**src/rtl/udp_tx_sched_if.sv**
```systemverilog
// udp_tx_sched_if: the scheduler's two bus-side links, grouped for port use.
//   udp_tx link : udp_axiiv + latched header fields out, udp_axiov/udp_axiod/udp_last back
//   tx stream   : tx_valid / tx_data / tx_last, the outgoing UDP segment
// master = scheduler side, slave = the udp_tx instance plus downstream IP/MAC.
interface udp_tx_sched_if #(
    parameter int N = 2
);
    logic         udp_axiiv;
    logic [15:0]  udp_src_port;
    logic [15:0]  udp_dst_port;
    logic [15:0]  udp_length;
    logic [15:0]  udp_checksum;
    logic         udp_axiov;
    logic [N-1:0] udp_axiod;
    logic         udp_last;
    logic         tx_valid;
    logic [N-1:0] tx_data;
    logic         tx_last;

    modport master (
        output udp_axiiv, udp_src_port, udp_dst_port, udp_length, udp_checksum,
        input  udp_axiov, udp_axiod, udp_last,
        output tx_valid, tx_data, tx_last
    );

    modport slave (
        input  udp_axiiv, udp_src_port, udp_dst_port, udp_length, udp_checksum,
        output udp_axiov, udp_axiod, udp_last,
        input  tx_valid, tx_data, tx_last
    );
endinterface

```
**src/rtl/udp_tx_sched.sv**
```systemverilog
// udp_tx_sched: round-robin arbiter sharing one udp_tx header generator
// between NUM_REQ payload sources. The winner's port/length/checksum fields
// are latched and held for udp_tx; the 8-byte header chunks coming back are
// forwarded, followed without a bubble by the winner's payload, forming one
// contiguous segment on tx_*.
//
// Ports
//   clk, rst            clock; asynchronous active-low reset
//   req                 one request line per source, sampled only in IDLE
//   src_port, dst_port, data_length, data_checksum
//                       packed 16-bit fields, requester i at [16i+15:16i]
//   pay_valid, pay_data per-requester payload chunk stream (N bits each)
//   grant               one-hot, held for the whole frame
//   pay_phase           high while payload is consumed from the winner
//   underflow           one-cycle pulse when a frame is aborted in PAY
//   bus                 udp_tx link and outgoing tx stream (master side)
module udp_tx_sched #(
    parameter int N       = 2,
    parameter int NUM_REQ = 4
) (
    input  logic                  clk,
    input  logic                  rst,
    input  logic [NUM_REQ-1:0]    req,
    input  logic [16*NUM_REQ-1:0] src_port,
    input  logic [16*NUM_REQ-1:0] dst_port,
    input  logic [16*NUM_REQ-1:0] data_length,
    input  logic [16*NUM_REQ-1:0] data_checksum,
    input  logic [NUM_REQ-1:0]    pay_valid,
    input  logic [N*NUM_REQ-1:0]  pay_data,
    output logic [NUM_REQ-1:0]    grant,
    output logic                  pay_phase,
    output logic                  underflow,
    udp_tx_sched_if.master        bus
);
    localparam int          IW   = $clog2(NUM_REQ);
    localparam int          LOGN = $clog2(N);
    localparam logic [IW:0] NR   = (IW+1)'(NUM_REQ);

    typedef enum logic [1:0] {IDLE, HDR, PAY, GAP} state_t;

    typedef struct packed {
        logic [15:0] src;
        logic [15:0] dst;
        logic [15:0] len;
        logic [15:0] csum;
    } hdr_t;

    // per-requester views of the packed input buses
    logic [NUM_REQ-1:0][15:0]  src_a, dst_a, len_a, cks_a;
    logic [NUM_REQ-1:0][N-1:0] pd_a;

    assign src_a = src_port;
    assign dst_a = dst_port;
    assign len_a = data_length;
    assign cks_a = data_checksum;
    assign pd_a  = pay_data;

    state_t               state_q, state_d;
    logic [NUM_REQ-1:0]   grant_q, grant_d;
    logic [IW-1:0]        gidx_q, gidx_d;
    logic [IW-1:0]        last_q, last_d;
    hdr_t                 hdr_q, hdr_d;
    logic                 axiiv_q, axiiv_d;
    logic [18:0]          cnt_q, cnt_d;
    logic                 txv_q, txv_d;
    logic [N-1:0]         txd_q, txd_d;
    logic                 txl_q, txl_d;
    logic                 unf_q, unf_d;

    // payload chunk count: length bytes * 8/N, kept at full 19-bit width
    logic [18:0]          pay_chunks;
    assign pay_chunks = {hdr_q.len, 3'b000} >> LOGN;

    // round-robin pick: first set req bit starting at last+1, wrapping
    logic                 found;
    logic [IW-1:0]        win;
    logic [IW:0]          cand;

    always_comb begin
        found = 1'b0;
        win   = '0;
        cand  = '0;
        for (int k = 1; k <= NUM_REQ; k++) begin
            cand = {1'b0, last_q} + (IW+1)'(k);
            if (cand >= NR) cand = cand - NR;
            if (!found && req[cand[IW-1:0]]) begin
                found = 1'b1;
                win   = cand[IW-1:0];
            end
        end
    end

    // next-state and next-output logic; every output is registered
    always_comb begin
        state_d = state_q;
        grant_d = grant_q;
        gidx_d  = gidx_q;
        last_d  = last_q;
        hdr_d   = hdr_q;
        axiiv_d = axiiv_q;
        cnt_d   = cnt_q;
        txv_d   = 1'b0;
        txd_d   = '0;
        txl_d   = 1'b0;
        unf_d   = 1'b0;

        case (state_q)
            IDLE: begin
                if (found) begin
                    gidx_d       = win;
                    grant_d      = '0;
                    grant_d[win] = 1'b1;
                    hdr_d.src    = src_a[win];
                    hdr_d.dst    = dst_a[win];
                    hdr_d.len    = len_a[win];
                    hdr_d.csum   = cks_a[win];
                    axiiv_d      = 1'b1;
                    state_d      = HDR;
                end
            end
            HDR: begin
                txv_d = bus.udp_axiov;
                txd_d = bus.udp_axiod;
                if (bus.udp_axiov && bus.udp_last) begin
                    axiiv_d = 1'b0;
                    if (hdr_q.len == 16'd0) begin
                        // header-only segment: its last header chunk ends it
                        txl_d   = 1'b1;
                        state_d = GAP;
                    end else begin
                        cnt_d   = pay_chunks;
                        state_d = PAY;
                    end
                end
            end
            PAY: begin
                if (pay_valid[gidx_q]) begin
                    txv_d = 1'b1;
                    txd_d = pd_a[gidx_q];
                    cnt_d = cnt_q - 19'd1;
                    if (cnt_q == 19'd1) begin
                        txl_d   = 1'b1;
                        state_d = GAP;
                    end
                end else begin
                    // source starved: abort without tx_last so the frame is dropped
                    unf_d   = 1'b1;
                    state_d = GAP;
                end
            end
            GAP: begin
                grant_d = '0;
                cnt_d   = '0;
                last_d  = gidx_q;
                state_d = IDLE;
            end
            default: state_d = IDLE;
        endcase
    end

    always_ff @(posedge clk or negedge rst) begin
        if (!rst) begin
            state_q <= IDLE;
            grant_q <= '0;
            gidx_q  <= '0;
            last_q  <= IW'(NUM_REQ - 1);
            hdr_q   <= '0;
            axiiv_q <= 1'b0;
            cnt_q   <= '0;
            txv_q   <= 1'b0;
            txd_q   <= '0;
            txl_q   <= 1'b0;
            unf_q   <= 1'b0;
        end else begin
            state_q <= state_d;
            grant_q <= grant_d;
            gidx_q  <= gidx_d;
            last_q  <= last_d;
            hdr_q   <= hdr_d;
            axiiv_q <= axiiv_d;
            cnt_q   <= cnt_d;
            txv_q   <= txv_d;
            txd_q   <= txd_d;
            txl_q   <= txl_d;
            unf_q   <= unf_d;
        end
    end

    assign grant            = grant_q;
    assign pay_phase        = (state_q == PAY);
    assign underflow        = unf_q;
    assign bus.udp_axiiv    = axiiv_q;
    assign bus.udp_src_port = hdr_q.src;
    assign bus.udp_dst_port = hdr_q.dst;
    assign bus.udp_length   = hdr_q.len;
    assign bus.udp_checksum = hdr_q.csum;
    assign bus.tx_valid     = txv_q;
    assign bus.tx_data      = txd_q;
    assign bus.tx_last      = txl_q;
endmodule

```
**src/flat_wrapper.sv**
```systemverilog
// flat-port wrapper written by rule: the top's interface ports become plain ports
module udp_tx_sched_flat 
#(
    parameter int N       = 2,
    parameter int NUM_REQ = 4
)
  (clk, rst, req, src_port, dst_port, data_length, data_checksum, pay_valid, pay_data, grant, pay_phase, underflow, bus_udp_axiiv, bus_udp_src_port, bus_udp_dst_port, bus_udp_length, bus_udp_checksum, bus_udp_axiov, bus_udp_axiod, bus_udp_last, bus_tx_valid, bus_tx_data, bus_tx_last);
  udp_tx_sched_if #(.N(N)) bus_i ();
  input  logic clk;
  input  logic rst;
  input  logic [NUM_REQ-1:0] req;
  input  logic [16*NUM_REQ-1:0] src_port;
  input  logic [16*NUM_REQ-1:0] dst_port;
  input  logic [16*NUM_REQ-1:0] data_length;
  input  logic [16*NUM_REQ-1:0] data_checksum;
  input  logic [NUM_REQ-1:0] pay_valid;
  input  logic [N*NUM_REQ-1:0] pay_data;
  output logic [NUM_REQ-1:0] grant;
  output logic pay_phase;
  output logic underflow;
  output wire logic [$bits(bus_i.udp_axiiv)-1:0] bus_udp_axiiv;
  output wire logic [$bits(bus_i.udp_src_port)-1:0] bus_udp_src_port;
  output wire logic [$bits(bus_i.udp_dst_port)-1:0] bus_udp_dst_port;
  output wire logic [$bits(bus_i.udp_length)-1:0] bus_udp_length;
  output wire logic [$bits(bus_i.udp_checksum)-1:0] bus_udp_checksum;
  input wire logic [$bits(bus_i.udp_axiov)-1:0] bus_udp_axiov;
  input wire logic [$bits(bus_i.udp_axiod)-1:0] bus_udp_axiod;
  input wire logic [$bits(bus_i.udp_last)-1:0] bus_udp_last;
  output wire logic [$bits(bus_i.tx_valid)-1:0] bus_tx_valid;
  output wire logic [$bits(bus_i.tx_data)-1:0] bus_tx_data;
  output wire logic [$bits(bus_i.tx_last)-1:0] bus_tx_last;
  assign bus_udp_axiiv = bus_i.udp_axiiv;
  assign bus_udp_src_port = bus_i.udp_src_port;
  assign bus_udp_dst_port = bus_i.udp_dst_port;
  assign bus_udp_length = bus_i.udp_length;
  assign bus_udp_checksum = bus_i.udp_checksum;
  assign bus_i.udp_axiov = bus_udp_axiov;
  assign bus_i.udp_axiod = bus_udp_axiod;
  assign bus_i.udp_last = bus_udp_last;
  assign bus_tx_valid = bus_i.tx_valid;
  assign bus_tx_data = bus_i.tx_data;
  assign bus_tx_last = bus_i.tx_last;
  udp_tx_sched #(.N(N), .NUM_REQ(NUM_REQ)) u_core (.clk(clk), .rst(rst), .req(req), .src_port(src_port), .dst_port(dst_port), .data_length(data_length), .data_checksum(data_checksum), .pay_valid(pay_valid), .pay_data(pay_data), .grant(grant), .pay_phase(pay_phase), .underflow(underflow), .bus(bus_i));
endmodule
```
**config.mk**
```make
export PLATFORM = sky130hd
export DESIGN_NAME = udp_tx_sched_flat
export DESIGN_NICKNAME = d
export VERILOG_FILES = /design/src/rtl/udp_tx_sched_if.sv /design/src/rtl/udp_tx_sched.sv /design/src/flat_wrapper.sv
export SDC_FILE = /design/constraint.sdc
export NUM_CORES = 1
export LEC_CHECK = 0
export ABC_AREA = 0
export BUFFER_PORTS_ARGS = -buffer_cell sky130_fd_sc_hd__buf_2
export CAP_MARGIN = 20
export CORE_AREA = 2 2 137 139
export CTS_CLUSTER_SIZE = 20
export DETAILED_ROUTE_END_ITERATION = 16
export DIE_AREA = 0 0 139 141
export PLACE_DENSITY = 0.79
export SLEW_MARGIN = 30
export SYNTH_ARGS = -nofsm -noshare
export SYNTH_HDL_FRONTEND = slang
export SYNTH_SLANG_ARGS = --single-unit
```
**constraint.sdc**
```tcl
create_clock -name clk -period 2.1 [get_ports clk]
set_clock_uncertainty 0.1 [all_clocks]
set_input_delay 0.105 -clock clk [delete_from_list [all_inputs] [get_ports clk]]
set_output_delay 0.105 -clock clk [all_outputs]
set_load 0.01 [all_outputs]
```
==> results of run 1 <==
## critical path, cell delays in order, from the launching register on
cell                       delay [ps]
sky130_fd_sc_hd__dfstp_2          610
sky130_fd_sc_hd__mux2i_4          260
sky130_fd_sc_hd__o22ai_4          110
sky130_fd_sc_hd__buf_6            260
sky130_fd_sc_hd__a211oi_1         330
sky130_fd_sc_hd__a211oi_1          80
sky130_fd_sc_hd__a211oi_1         350
## path summary, 6_finish.rpt
| kind | from | endpoint | cells after the start |
|---|---|---|---|
| setup / recovery | u_core.last_q[1]$_DFFE_PN1P_ | u_core.bus.udp_src_port[14]$_DFFE_PN0P_ | 6 |
| hold / removal | src_port[56] | u_core.bus.udp_src_port[8]$_DFFE_PN0P_ | 3 |
| setup reg to reg | u_core.last_q[1]$_DFFE_PN1P_ | u_core.bus.udp_src_port[14]$_DFFE_PN0P_ | 6 |
| hold reg to reg | u_core.cnt_q[7]$_DFFE_PN0P_ | u_core.cnt_q[7]$_DFFE_PN0P_ | 2 |
| max in group asynchronous | rst | u_core.last_q[1]$_DFFE_PN1P_ | 3 |
| min in group asynchronous | rst | u_core.bus.udp_length[10]$_DFFE_PN0P_ | 2 |
## state kept, by name, summed over array words and instances, names as in the netlist, 2 cells and up
signal and flops:
u_core.cnt_q 19, u_core.bus.udp_checksum 16, u_core.bus.udp_dst_port 16, u_core.bus.udp_length 16, u_core.bus.udp_src_port 16, u_core.grant 4
u_core.bus.tx_data 2, u_core.gidx_q 2, u_core.last_q 2, u_core.state_q 2
## logic make-up (layout without fill, tap and decap cells)
| group | after synthesis | in the layout | share of synthesized area, % |
|---|---|---|---|
| compound gates | 277 | 279 | 30.1 |
| simple gates | 156 | 156 | 11.1 |
| buf+inv | 145 | 607 | 9.02 |
| flops | 99 | 99 | 37.2 |
| mux | 71 | 71 | 11.3 |
| fa+ha+maj | 7 | 7 | 1.31 |
| other cells | 0 | 3 | 0 |
## per-layer routing
layer | vias to the layer above | GRT usage (%) | routed length [microns]
met5 | - | 0 | 0
met3 | 127 | 6.05 | 2610
li1 | 3742 | - | -
met1 | 4016 | 33.3 | 11400
met4 | 0 | 13.1 | 1460
met2 | 555 | 47.9 | 15100
## through the flow
| step | instances | power [mW] | TNS, ps |
|---|---|---|---|
| after global placement | 1356 | 11.1 | -876 |
| final | 1456 | 14.9 | -1040 |
| after global routing | 1456 | 15.7 | -4750 |
| after detailed placement | 1356 | 11.4 | -3270 |
| after floorplan | 755 | 7.98 | 0 |
| after CTS | 1440 | 13.7 | -620 |
## cell usage after synthesis (3+ instances only)
cell type,n
sky130_fd_sc_hd__nor2_1,77
sky130_fd_sc_hd__nor3_1,8
sky130_fd_sc_hd__buf_4,4
sky130_fd_sc_hd__a211oi_1,192
sky130_fd_sc_hd__nand3_1,7
sky130_fd_sc_hd__dfrtp_1,97
sky130_fd_sc_hd__a211o_1,5
sky130_fd_sc_hd__o22ai_1,4
sky130_fd_sc_hd__mux2i_1,65
sky130_fd_sc_hd__nor4_1,6
sky130_fd_sc_hd__ha_1,7
sky130_fd_sc_hd__mux2_2,3
sky130_fd_sc_hd__nand2_1,31
sky130_fd_sc_hd__clkbuf_1,27
sky130_fd_sc_hd__a21boi_0,4
sky130_fd_sc_hd__and2_1,4
sky130_fd_sc_hd__a32oi_1,5
sky130_fd_sc_hd__buf_2,28
sky130_fd_sc_hd__inv_1,79
sky130_fd_sc_hd__buf_1,6
sky130_fd_sc_hd__nor4b_1,3
sky130_fd_sc_hd__a21oi_1,14
sky130_fd_sc_hd__o21ai_0,26
sky130_fd_sc_hd__a22oi_1,5
## final cells by class
class                   instances  area (sq um)
flip-flops and latches         99          2480
fillers                      1489          7310
inverters                      79           297
clock inverters                 7           100
well taps                     234           293
multi-input cells             513          4110
repair buffers                512          3440
diodes                          3          7.51
clock buffers                   9           225
## what timing repair did
| action | CTS | global route |
|---|---|---|
| setup endpoints to repair | 75 | 82 |
| hold buffers | 61 | 0 |
| gates resized for setup | 27 | 91 |
| pin swaps | 8 | 35 |
| gates cloned | 1 | 4 |
| buffers inserted | 6 | 9 |
| hold endpoints to repair | 133 | 0 |
## power groups by stage
stage,logic (mW),registers (mW),clock network (mW)
after global routing,10.0,3.71,1.96
after CTS,8.20,3.55,1.90
after floorplan,4.17,3.81,0
after detailed placement,7.80,3.57,0
final,9.37,3.62,1.87
after global placement,7.55,3.55,0
==> results.sh, run 1 <==
export IMPL_globalplace_congestion=0.885
export IMPL_postLayoutCoreUtil_pct=60.0
export IMPL_post_place_ws_ps=-219
export IMPL_synthTopCellsByArea="sky130_fd_sc_hd__dfrtp_1, sky130_fd_sc_hd__a211oi_1, sky130_fd_sc_hd__mux2i_1"
export IMPL_clock_sinks=99
export IMPL_run_status="finished, violations left"
export IMPL_placeableCoreArea_sq_mm=0.0183
export IMPL_vias=8440
export IMPL_rsz0062_at_grt="yes"
export IMPL_share_clk_of_total_power_pct=12.6
export IMPL_power_density_mw_per_mm2=1360
export IMPL_finalSetupViolations=35
export IMPL_async_reset_ff_share_pct=100
export IMPL_worst_endpoint_required_ps=2220
export IMPL_routedWlPerCell_microns=21.0
export IMPL_area_grow_syn2layout_pct=64.2
export IMPL_final_max_slew_viol_count=0
export IMPL_post_synthesis_net_count=1040
export IMPL_critPathMaxFanout=51
export IMPL_nature_of_the_critical_path_endpoint="register"
export IMPL_commonest_register_cell_after_synthesis="sky130_fd_sc_hd__dfrtp_1"
export IMPL_initial_core_util_pct=36.5
export IMPL_synth_sequential_area_ratio_pct=37.2
export IMPL_timing_max_cap_violations=0
export IMPL_first_pass_grt_wire_length_microns=43400
export IMPL_startpoint_type_of_the_worst_setup_path="register"
export IMPL_worst_slew_pin_slew_ps=490
export IMPL_grt_overflow_total=0
export IMPL_wl_microns=30600
export IMPL_htree_levels=3
export IMPL_finalWorstSetupSlack_ps=-160
export IMPL_first_global_vias=8191
export IMPL_maxSlewHeadroom_pct=67.1
export IMPL_syn_area_sq_mm=0.00667
export IMPL_cts_buffers_inserted=9
export IMPL_edff_count_synth=0
export IMPL_design_portCount=353
export IMPL_p_leak_nw=5.04
export IMPL_maximum_number_of_pins_on_one_net_before_global_route_repair=66
export IMPL_antenna_found_initial=3
export IMPL_pwr_share_comb_pct=63.1
export IMPL_intPower_mw=8.22
export IMPL_synth_top_area_cell="sky130_fd_sc_hd__dfrtp_1"
export IMPL_gr_usage_all_layers_pct=27.8
export IMPL_violations="negative hold slack, negative setup slack"
export IMPL_die_height_microns=141
export IMPL_netSwitchingFraction_pct=44.7
export IMPL_clk_pin_slew_ps=70
export IMPL_layout_cells_most_common_list="sky130_fd_sc_hd__buf_2, sky130_fd_sc_hd__a211oi_1, sky130_fd_sc_hd__dfrtp_1"
export IMPL_post_route_min_period_ps=2260
export IMPL_root_buffer="sky130_fd_sc_hd__clkbuf_16"
export IMPL_layout_worst_path_cycle_share_pct=108
export IMPL_synthesized_flop_and_latch_total=99
export IMPL_synthDistinctLibCells=59
export IMPL_fin_worst_hold_slack_ps=-7.39
export IMPL_power_switching_mw=6.64
export IMPL_netlist_instances=755
export IMPL_port_buffer_count=352
export IMPL_design_area_sq_mm=0.0110
export IMPL_die_area_sq_mm=0.0196
export IMPL_remaining_drc_errors=0
export IMPL_routed_via_density=5.80
export IMPL_nets=1499
export IMPL_cts_buffer_depth=2
export IMPL_clk_latency_ps=360
export IMPL_floorplan_die_width_microns=139
export IMPL_tritoncts="done"
export IMPL_fraction_of_final_layout_cells_sized_beyond_drive_strength_1_pct=46.5
export IMPL_detail_route_first_pass_iterations=5
export IMPL_placed_instance_area_sq_mm=0.00922
export IMPL_cp_arrival_ps=2380
export IMPL_synthesis_yosys_warnings=0
export IMPL_ff2ff_setup_slack_ps=-160
export IMPL_setup_worst_path_class="register to register"
export IMPL_fp_row_count=50
export IMPL_hold_path_class="primary input to register"
export IMPL_final_common_cell="sky130_fd_sc_hd__buf_2"
export IMPL_finalHoldViolCount=1
export IMPL_drtAntennaViolNets=0
export IMPL_dr_first_iter_drc_count=664
export IMPL_seq_power_share_pct=24.3
export IMPL_synth_top_area_share_pct=36.4
export IMPL_achievable_frequency_mhz=443
export IMPL_hpwlAfterDp_microns=19700
export IMPL_syn_mean_instance_area_sq_um=8.84
export IMPL_worst_ir_drop_vdd_v=0.000716
Power figures use the tool's default switching activity.
==> run 2, diff against run 1 <==
Settings changed: PLACE_DENSITY 0.79 to 0.77, SETUP_SLACK_MARGIN from default to 0.2.
==> run 2 against run 1 <==
Net effect:
- the run ends with negative setup slack left
- combinational power grew 9%
- flip-flop and latch count is the same
- worst setup slack gained 110 ps
==> results.sh, run 2 (same netlist as run 1, synthesis figures left out) <==
export IMPL_layout_worst_path_cycle_share_pct=102
export IMPL_setup_worst_path_class="register to register"
export IMPL_critPathMaxFanout=32
export IMPL_maxSlewHeadroom_pct=51.1
export IMPL_post_route_min_period_ps=2150
export IMPL_placed_cells_incl_taps=1353
export IMPL_final_common_cell="sky130_fd_sc_hd__buf_2"
export IMPL_fp_row_count=50
export IMPL_hpwlAfterDp_microns=19900
export IMPL_final_max_slew_viol_count=0
export IMPL_clk_pin_slew_ps=80
export IMPL_worst_ir_drop_vdd_v=0.000831
export IMPL_area_grow_syn2layout_pct=73.2
export IMPL_design_area_sq_mm=0.0116
export IMPL_remaining_drc_errors=0
export IMPL_layout_filler_cells=1395
export IMPL_max_flop_register="u_core.cnt_q"
export IMPL_report_power_total_mw=15.8
export IMPL_globalplace_congestion=0.912
export IMPL_power_density_mw_per_mm2=1370
export IMPL_worst_endpoint_required_ps=2230
export IMPL_vias=8628
export IMPL_cp_arrival_ps=2280
export IMPL_gr_usage_all_layers_pct=28.0
export IMPL_finalWorstSetupSlack_ps=-49.2
export IMPL_cts_buffer_depth=2
export IMPL_placed_instance_area_sq_mm=0.00929
export IMPL_multi_input_area_sq_mm=0.00430
export IMPL_hold_path_class="primary input to register"
export IMPL_clock_sinks=99
export IMPL_layout_cells_most_common_list="sky130_fd_sc_hd__buf_2, sky130_fd_sc_hd__a211oi_1, sky130_fd_sc_hd__dfrtp_1"
export IMPL_port_buffer_count=352
export IMPL_wl_microns=31600
export IMPL_floorplan_die_width_microns=139
export IMPL_first_pass_grt_wire_length_microns=43500
export IMPL_routedWlPerCell_microns=21.2
export IMPL_initial_core_util_pct=36.5
export IMPL_die_height_microns=141
export IMPL_placeableCoreArea_sq_mm=0.0183
export IMPL_post_route_non_filler_standard_cell_count=1492
export IMPL_grt_overflow_total=0
export IMPL_detail_route_first_pass_iterations=8
export IMPL_htree_levels=3
export IMPL_fraction_of_final_layout_cells_sized_beyond_drive_strength_1_pct=48.6
export IMPL_nature_of_the_critical_path_endpoint="register"
export IMPL_run_status="finished, violations left"
export IMPL_final_seq_area_sq_mm=0.00248
export IMPL_violations="negative setup slack"
export IMPL_tritoncts="done"
export IMPL_finalHoldViolCount=0
export IMPL_routed_via_density=5.78
export IMPL_drtAntennaViolNets=0
export IMPL_die_area_sq_mm=0.0196
export IMPL_cts_buffers_inserted=9
export IMPL_achievable_frequency_mhz=465
export IMPL_dr_first_iter_drc_count=812
export IMPL_first_global_vias=8093
export IMPL_design_portCount=353
export IMPL_nets=1531
export IMPL_p_leak_nw=5.29
export IMPL_root_buffer="sky130_fd_sc_hd__clkbuf_16"
export IMPL_worst_slew_pin_slew_ps=733
export IMPL_rsz0062_at_grt="yes"
export IMPL_timing_max_cap_violations=0
export IMPL_fin_worst_hold_slack_ps=11.1
export IMPL_antenna_found_initial=8
export IMPL_maximum_number_of_pins_on_one_net_before_global_route_repair=53
export IMPL_largest_register_ffs=19
export IMPL_finalSetupViolations=5
export IMPL_clk_latency_ps=350
export IMPL_startpoint_type_of_the_worst_setup_path="register"
==> run 2: cell types whose count changed in the layout (fill, tap and decap cells not counted), moves of 4 or more <==
| cell | delta |
|---|---|
| sky130_fd_sc_hd__inv_1 | -5 |
| sky130_fd_sc_hd__diode_2 | +5 |
| sky130_fd_sc_hd__mux2i_4 | -6 |
| sky130_fd_sc_hd__o21ai_0 | -19 |
| sky130_fd_sc_hd__nand2_1 | -4 |
| sky130_fd_sc_hd__inv_2 | +5 |
| sky130_fd_sc_hd__a21oi_2 | +4 |
| sky130_fd_sc_hd__mux2i_2 | +5 |
| sky130_fd_sc_hd__a21oi_1 | -4 |
| sky130_fd_sc_hd__o21ai_1 | +15 |
| sky130_fd_sc_hd__buf_12 | +5 |
| sky130_fd_sc_hd__dlygate4sd3_1 | +22 |
==> run 2: critical path, stage by stage, from the launching register on <==
cell and delay [ps]:
sky130_fd_sc_hd__dfstp_2 570, sky130_fd_sc_hd__mux2i_2 260, sky130_fd_sc_hd__o22ai_4 140, sky130_fd_sc_hd__a21o_2 250, sky130_fd_sc_hd__buf_12 180, sky130_fd_sc_hd__a211oi_1 410, sky130_fd_sc_hd__a211oi_2 110
==> run 2: cell type report <==
| cell class | count | area share [%] |
|---|---|---|
| flip-flops and latches | 99 | 21.5 |
| multi-input cells | 513 | 37.2 |
| clock inverters | 5 | 0.682 |
| well taps | 234 | 2.53 |
| inverters | 79 | 2.56 |
| diodes | 8 | 0.173 |
| repair buffers | 544 | 33.4 |
| clock buffers | 10 | 1.98 |
==> run 2: power breakdown <==
group / switching [mW] / internal, mW
Combinational: 5.45 / 4.80
Clock: 0.807 / 1.04
Sequential: 0.836 / 2.87
Total: 7.10 / 8.71
==> run 2: routing by layer <==
layer | vias to the layer above | wire length, microns | GRT usage, % | part of all wire, %
li1 | 3794 | - | - | -
met1 | 4121 | 12300 | 36.2 | 39
met2 | 579 | 15300 | 45.7 | 48
met3 | 134 | 2410 | 4.86 | 7.6
met4 | 0 | 1600 | 13.3 | 5.1
met5 | - | 0 | 0 | 0
==> run 2: path summary, 6_finish.rpt <==
kind | slack [ps] | to | cells after the start | start
min | 10 | u_core.bus.udp_src_port[9]$_DFFE_PN0P_ | 3 | src_port[41]
min reg2reg | 420 | u_core.cnt_q[12]$_DFFE_PN0P_ | 2 | u_core.cnt_q[12]$_DFFE_PN0P_
max | -50 | u_core.bus.udp_dst_port[3]$_DFFE_PN0P_ | 6 | u_core.last_q[1]$_DFFE_PN1P_
max reg2reg | -50 | u_core.bus.udp_dst_port[3]$_DFFE_PN0P_ | 6 | u_core.last_q[1]$_DFFE_PN1P_
max in group asynchronous | 1000 | u_core.cnt_q[3]$_DFFE_PN0P_ | 3 | rst
min in group asynchronous | 330 | u_core.bus.udp_axiiv$_DFFE_PN0P_ | 3 | rst
==> run 2: timing repair <==
| action | 4_1_cts | 5_1_grt |
|---|---|---|
| endpoints found under the setup margin | 90 | 91 |
| hold buffers | 83 | 0 |
| gates cloned | 3 | 6 |
| hold endpoints to repair | 144 | 0 |
| pin swaps | 20 | 38 |
| buffers inserted | 12 | 12 |
| resized for setup | 66 | 109 |
==> run 2: metrics by stage <==
stage / utilization [%] / worst slack, ps / TNS (ps)
after floorplan: - / 104 / 0
final: 63.3 / -49.2 / -103
after global placement: 50.9 / -80.0 / -575
after global routing: 63.3 / -111 / -3080
after CTS: 59.6 / 52.3 / 0
after detailed placement: 50.9 / -112 / -1660
==> run 3, diff against run 2 <==
Settings changed: ABC_AREA 0 to 1, CORE_AREA 2 2 137 139 to 2 2 139 141, DIE_AREA 0 0 139 141 to 0 0 141 143, PLACE_DENSITY 0.77 to 0.8.
==> run 3 against run 2 <==
Net effect:
- combinational power grew 95%
- final cell count increased by 27%
- first-iteration DRC count decreased by 4.3%
- area after synthesis increased by 11%
- register-to-register slack lost 300 ps
- non-clock buffer count fell by 80
- die area grew 2.9%
- via count rose by 15%
- the flow still finishes with violations (negative setup slack)
- power is 61% higher
- critical endpoint is now u_core.bus.udp_length[15]$_DFFE_PN0P_
==> results.sh, run 3 <==
export IMPL_gr_usage_all_layers_pct=27.3
export IMPL_report_power_total_mw=25.5
export IMPL_post_route_non_filler_standard_cell_count=1889
export IMPL_hold_path_class="primary input to register"
export IMPL_dr_first_iter_drc_count=777
export IMPL_finalWorstSetupSlack_ps=-352
export IMPL_worst_ir_drop_vdd_v=0.00141
export IMPL_synthTopCellsByArea="sky130_fd_sc_hd__nand2_1, sky130_fd_sc_hd__dfrtp_1, sky130_fd_sc_hd__nand3_1"
export IMPL_postLayoutCoreUtil_pct=61.7
export IMPL_remaining_drc_errors=0
export IMPL_startpoint_type_of_the_worst_setup_path="register"
export IMPL_largest_register_ffs=19
export IMPL_grt_overflow_total=0
export IMPL_clk_latency_ps=350
export IMPL_first_pass_grt_wire_length_microns=43800
export IMPL_power_density_mw_per_mm2=2220
export IMPL_max_flop_register="u_core.cnt_q"
export IMPL_initial_core_util_pct=39.8
export IMPL_syn_area_sq_mm=0.00740
export IMPL_seq_power_share_pct=13.8
export IMPL_routed_via_density=5.27
export IMPL_achievable_frequency_mhz=408
export IMPL_die_height_microns=143
export IMPL_synth_sequential_area_ratio_pct=33.5
export IMPL_layout_worst_path_cycle_share_pct=117
export IMPL_clock_sinks=99
export IMPL_placeableCoreArea_sq_mm=0.0186
export IMPL_synth_most_common_cell="sky130_fd_sc_hd__nand2_1"
export IMPL_synth_compound_gate_area_share_pct=5.65
export IMPL_die_area_sq_mm=0.0202
export IMPL_drtAntennaViolNets=0
export IMPL_maximum_number_of_pins_on_one_net_before_global_route_repair=54
export IMPL_maxSlewHeadroom_pct=66.0
export IMPL_netlist_instances=1245
export IMPL_routedWlPerCell_microns=16.4
export IMPL_async_reset_ff_share_pct=100
export IMPL_synth_fa_ha_area_share_pct=1.18
export IMPL_cp_arrival_ps=2590
export IMPL_hpwlAfterDp_microns=20000
export IMPL_synthDistinctLibCells=32
export IMPL_floorplan_die_width_microns=141
export IMPL_nets=1928
export IMPL_timing_max_cap_violations=0
export IMPL_synth_mux_area_fraction_pct=0
export IMPL_post_synthesis_net_count=1530
export IMPL_layout_filler_cells=1622
export IMPL_final_common_cell="sky130_fd_sc_hd__nand2_1"
export IMPL_design_portCount=353
export IMPL_synthesized_flop_and_latch_total=99
export IMPL_critPathMaxFanout=15
export IMPL_synth_top_area_cell="sky130_fd_sc_hd__nand2_1"
export IMPL_fp_row_count=50
export IMPL_largest_family_of_logic_cells_by_synthesized_area="simple AND/OR/NAND/NOR gates"
export IMPL_commonest_register_cell_after_synthesis="sky130_fd_sc_hd__dfrtp_1"
export IMPL_detail_route_first_pass_iterations=7
export IMPL_rsz0062_at_grt="yes"
export IMPL_post_route_min_period_ps=2450
export IMPL_vias=9961
export IMPL_nature_of_the_critical_path_endpoint="register"
export IMPL_finalHoldViolCount=0
export IMPL_intPower_mw=12.5
export IMPL_syn_mean_instance_area_sq_um=5.94
export IMPL_tritoncts="done"
export IMPL_worst_endpoint_required_ps=2240
export IMPL_finalSetupViolations=71
export IMPL_htree_levels=3
export IMPL_cts_buffer_depth=2
export IMPL_synthesis_yosys_warnings=0
export IMPL_wl_microns=31000
export IMPL_root_buffer="sky130_fd_sc_hd__clkbuf_16"
export IMPL_run_status="finished, violations left"
export IMPL_violations="negative setup slack"
export IMPL_synth_top_area_share_pct=37.0
export IMPL_pwr_share_comb_pct=78.3
export IMPL_share_clk_of_total_power_pct=7.9
export IMPL_placed_cells_incl_taps=1814
export IMPL_globalplace_congestion=0.912
export IMPL_setup_worst_path_class="register to register"
export IMPL_cts_buffers_inserted=9
export IMPL_worst_slew_pin_slew_ps=504
export IMPL_edff_count_synth=0
export IMPL_p_leak_nw=6.69
export IMPL_final_max_slew_viol_count=0
export IMPL_power_switching_mw=12.9
export IMPL_first_global_vias=8742
export IMPL_port_buffer_count=352
export IMPL_netSwitchingFraction_pct=50.7
export IMPL_antenna_found_initial=7
export IMPL_synthXorXnorAreaFrac_pct=0.237
export IMPL_layout_cells_most_common_list="sky130_fd_sc_hd__nand2_1, sky130_fd_sc_hd__buf_2, sky130_fd_sc_hd__nand3_1"
export IMPL_post_synth_most_frequent_cells="sky130_fd_sc_hd__nand2_1, sky130_fd_sc_hd__nand3_1, sky130_fd_sc_hd__dfrtp_1"
export IMPL_fraction_of_final_layout_cells_sized_beyond_drive_strength_1_pct=36.4
export IMPL_clk_pin_slew_ps=80
export IMPL_yosys_area_share_simple_pct=50.9
export IMPL_area_grow_syn2layout_pct=55.0
[run 3: changes by cell type after synthesis, sizes merged, moves of 4 or more]
cell    previous run  this run
nand3              7       151
a21oi             15        20
nor4b              5         0
a21boi             4         0
a32oi              5         1
nand2             32       734
o22ai              4        12
mux2i             65         0
nor2              77        37
a211oi           192         0
inv               79        49
clkbuf            27        21
buf               39        56
a211o              5         0
[run 3: cell families (layout without fill, tap and decap cells)]
logic type                 after synthesis  in the layout
xor gates and xnor gates                 2              2
buffers and inverters                  126            529
adders and majority gates                7              7
AOI/OAI and AO/OA                       74             74
DFF                                     99             99
other                                    0              7
and+or+nand+nor                        937            937
[run 3: final timing paths]
path                                                         from                                     end  slack, ps  cells after the start
setup / recovery                     u_core.last_q[0]$_DFFE_PN1P_   u_core.bus.udp_length[15]$_DFFE_PN0P_       -350                     15
hold / removal                                       dst_port[52]  u_core.bus.udp_dst_port[4]$_DFFE_PN0P_         30                      7
setup reg to reg                     u_core.last_q[0]$_DFFE_PN1P_   u_core.bus.udp_length[15]$_DFFE_PN0P_       -350                     15
hold reg to reg            u_core.bus.udp_src_port[3]$_DFFE_PN0P_  u_core.bus.udp_src_port[3]$_DFFE_PN0P_        380                      2
max in group asynchronous                                     rst  u_core.bus.udp_checksum[9]$_DFFE_PN0P_       1010                      3
min in group asynchronous                                     rst         u_core.bus.tx_data[1]$_DFF_PN0_        150                      2
[run 3: layout make-up]
type | count | area [sq um] | share of cell area (%)
antenna | 7 | 17.5 | 0.153
tap | 234 | 293 | 2.55
timing repair buffer | 464 | 3280 | 28.6
sequential | 99 | 2480 | 21.6
multi-input combinational | 1020 | 4820 | 42.0
clock buffer | 11 | 253 | 2.20
inverter | 49 | 214 | 1.87
clock inverter | 5 | 108 | 0.939
[run 3: stage by stage]
| stage | hold WS [ps] | setup TNS [ps] | setup slack, ps | cell area, sq um |
|---|---|---|---|---|
| 2_1_floorplan | -291 | -178 | -5.34 | 7480 |
| 3_3_place_gp | -16.5 | -10190 | -231 | 9720 |
| 3_5_place_dp | -13.7 | -15870 | -313 | 9720 |
| 4_1_cts | 7.48 | -14000 | -235 | 10600 |
| 5_1_grt | 55.1 | -27380 | -449 | 11500 |
| 6_report | 26.9 | -20740 | -352 | 11500 |
[run 3: power groups by stage]
stage | logic (mW) | registers (mW) | clock network (mW)
after global routing | 21.7 | 3.58 | 2.12
after global placement | 14.8 | 3.44 | 0
after CTS | 16.9 | 3.42 | 2.04
after floorplan | 10.3 | 3.60 | 0
final | 19.9 | 3.51 | 2.02
after detailed placement | 15.1 | 3.44 | 0
[run 3: timing repair]
| action | in CTS | in global routing |
|---|---|---|
| hold buffers | 4 | 0 |
| buffers inserted | 14 | 18 |
| endpoints found under the setup margin | 91 | 91 |
| gates resized for setup | 52 | 140 |
| gates cloned | 5 | 11 |
| endpoints found under the hold margin | 43 | 0 |
| pin swaps | 10 | 58 |
[run 3: worst max-delay path, cell delays in order (launching register included)]
cell and delay, ps:
sky130_fd_sc_hd__dfstp_2 590, sky130_fd_sc_hd__buf_12 120, sky130_fd_sc_hd__nand2_1 110, sky130_fd_sc_hd__nand2_4 120, sky130_fd_sc_hd__nand2_4 60, sky130_fd_sc_hd__nand2_4 80
sky130_fd_sc_hd__inv_1 100, sky130_fd_sc_hd__nand3_1 120, sky130_fd_sc_hd__nand4_1 140, sky130_fd_sc_hd__nand2_2 180, sky130_fd_sc_hd__clkinv_4 140, sky130_fd_sc_hd__buf_6 180
sky130_fd_sc_hd__nand2_1 90, sky130_fd_sc_hd__nand2_2 70, sky130_fd_sc_hd__nand2_1 70, sky130_fd_sc_hd__nand2_1 50
[run 3: per-layer routing]
metal | part of all wire, % | vias to the layer above | wire [microns] | track usage, %
li1 | - | 4723 | - | -
met1 | 38 | 4516 | 11700 | 33.4
met2 | 49 | 598 | 15300 | 47.3
met3 | 7.8 | 124 | 2430 | 4.02
met4 | 4.9 | 0 | 1520 | 13.1
met5 | 0 | - | 0 | 0
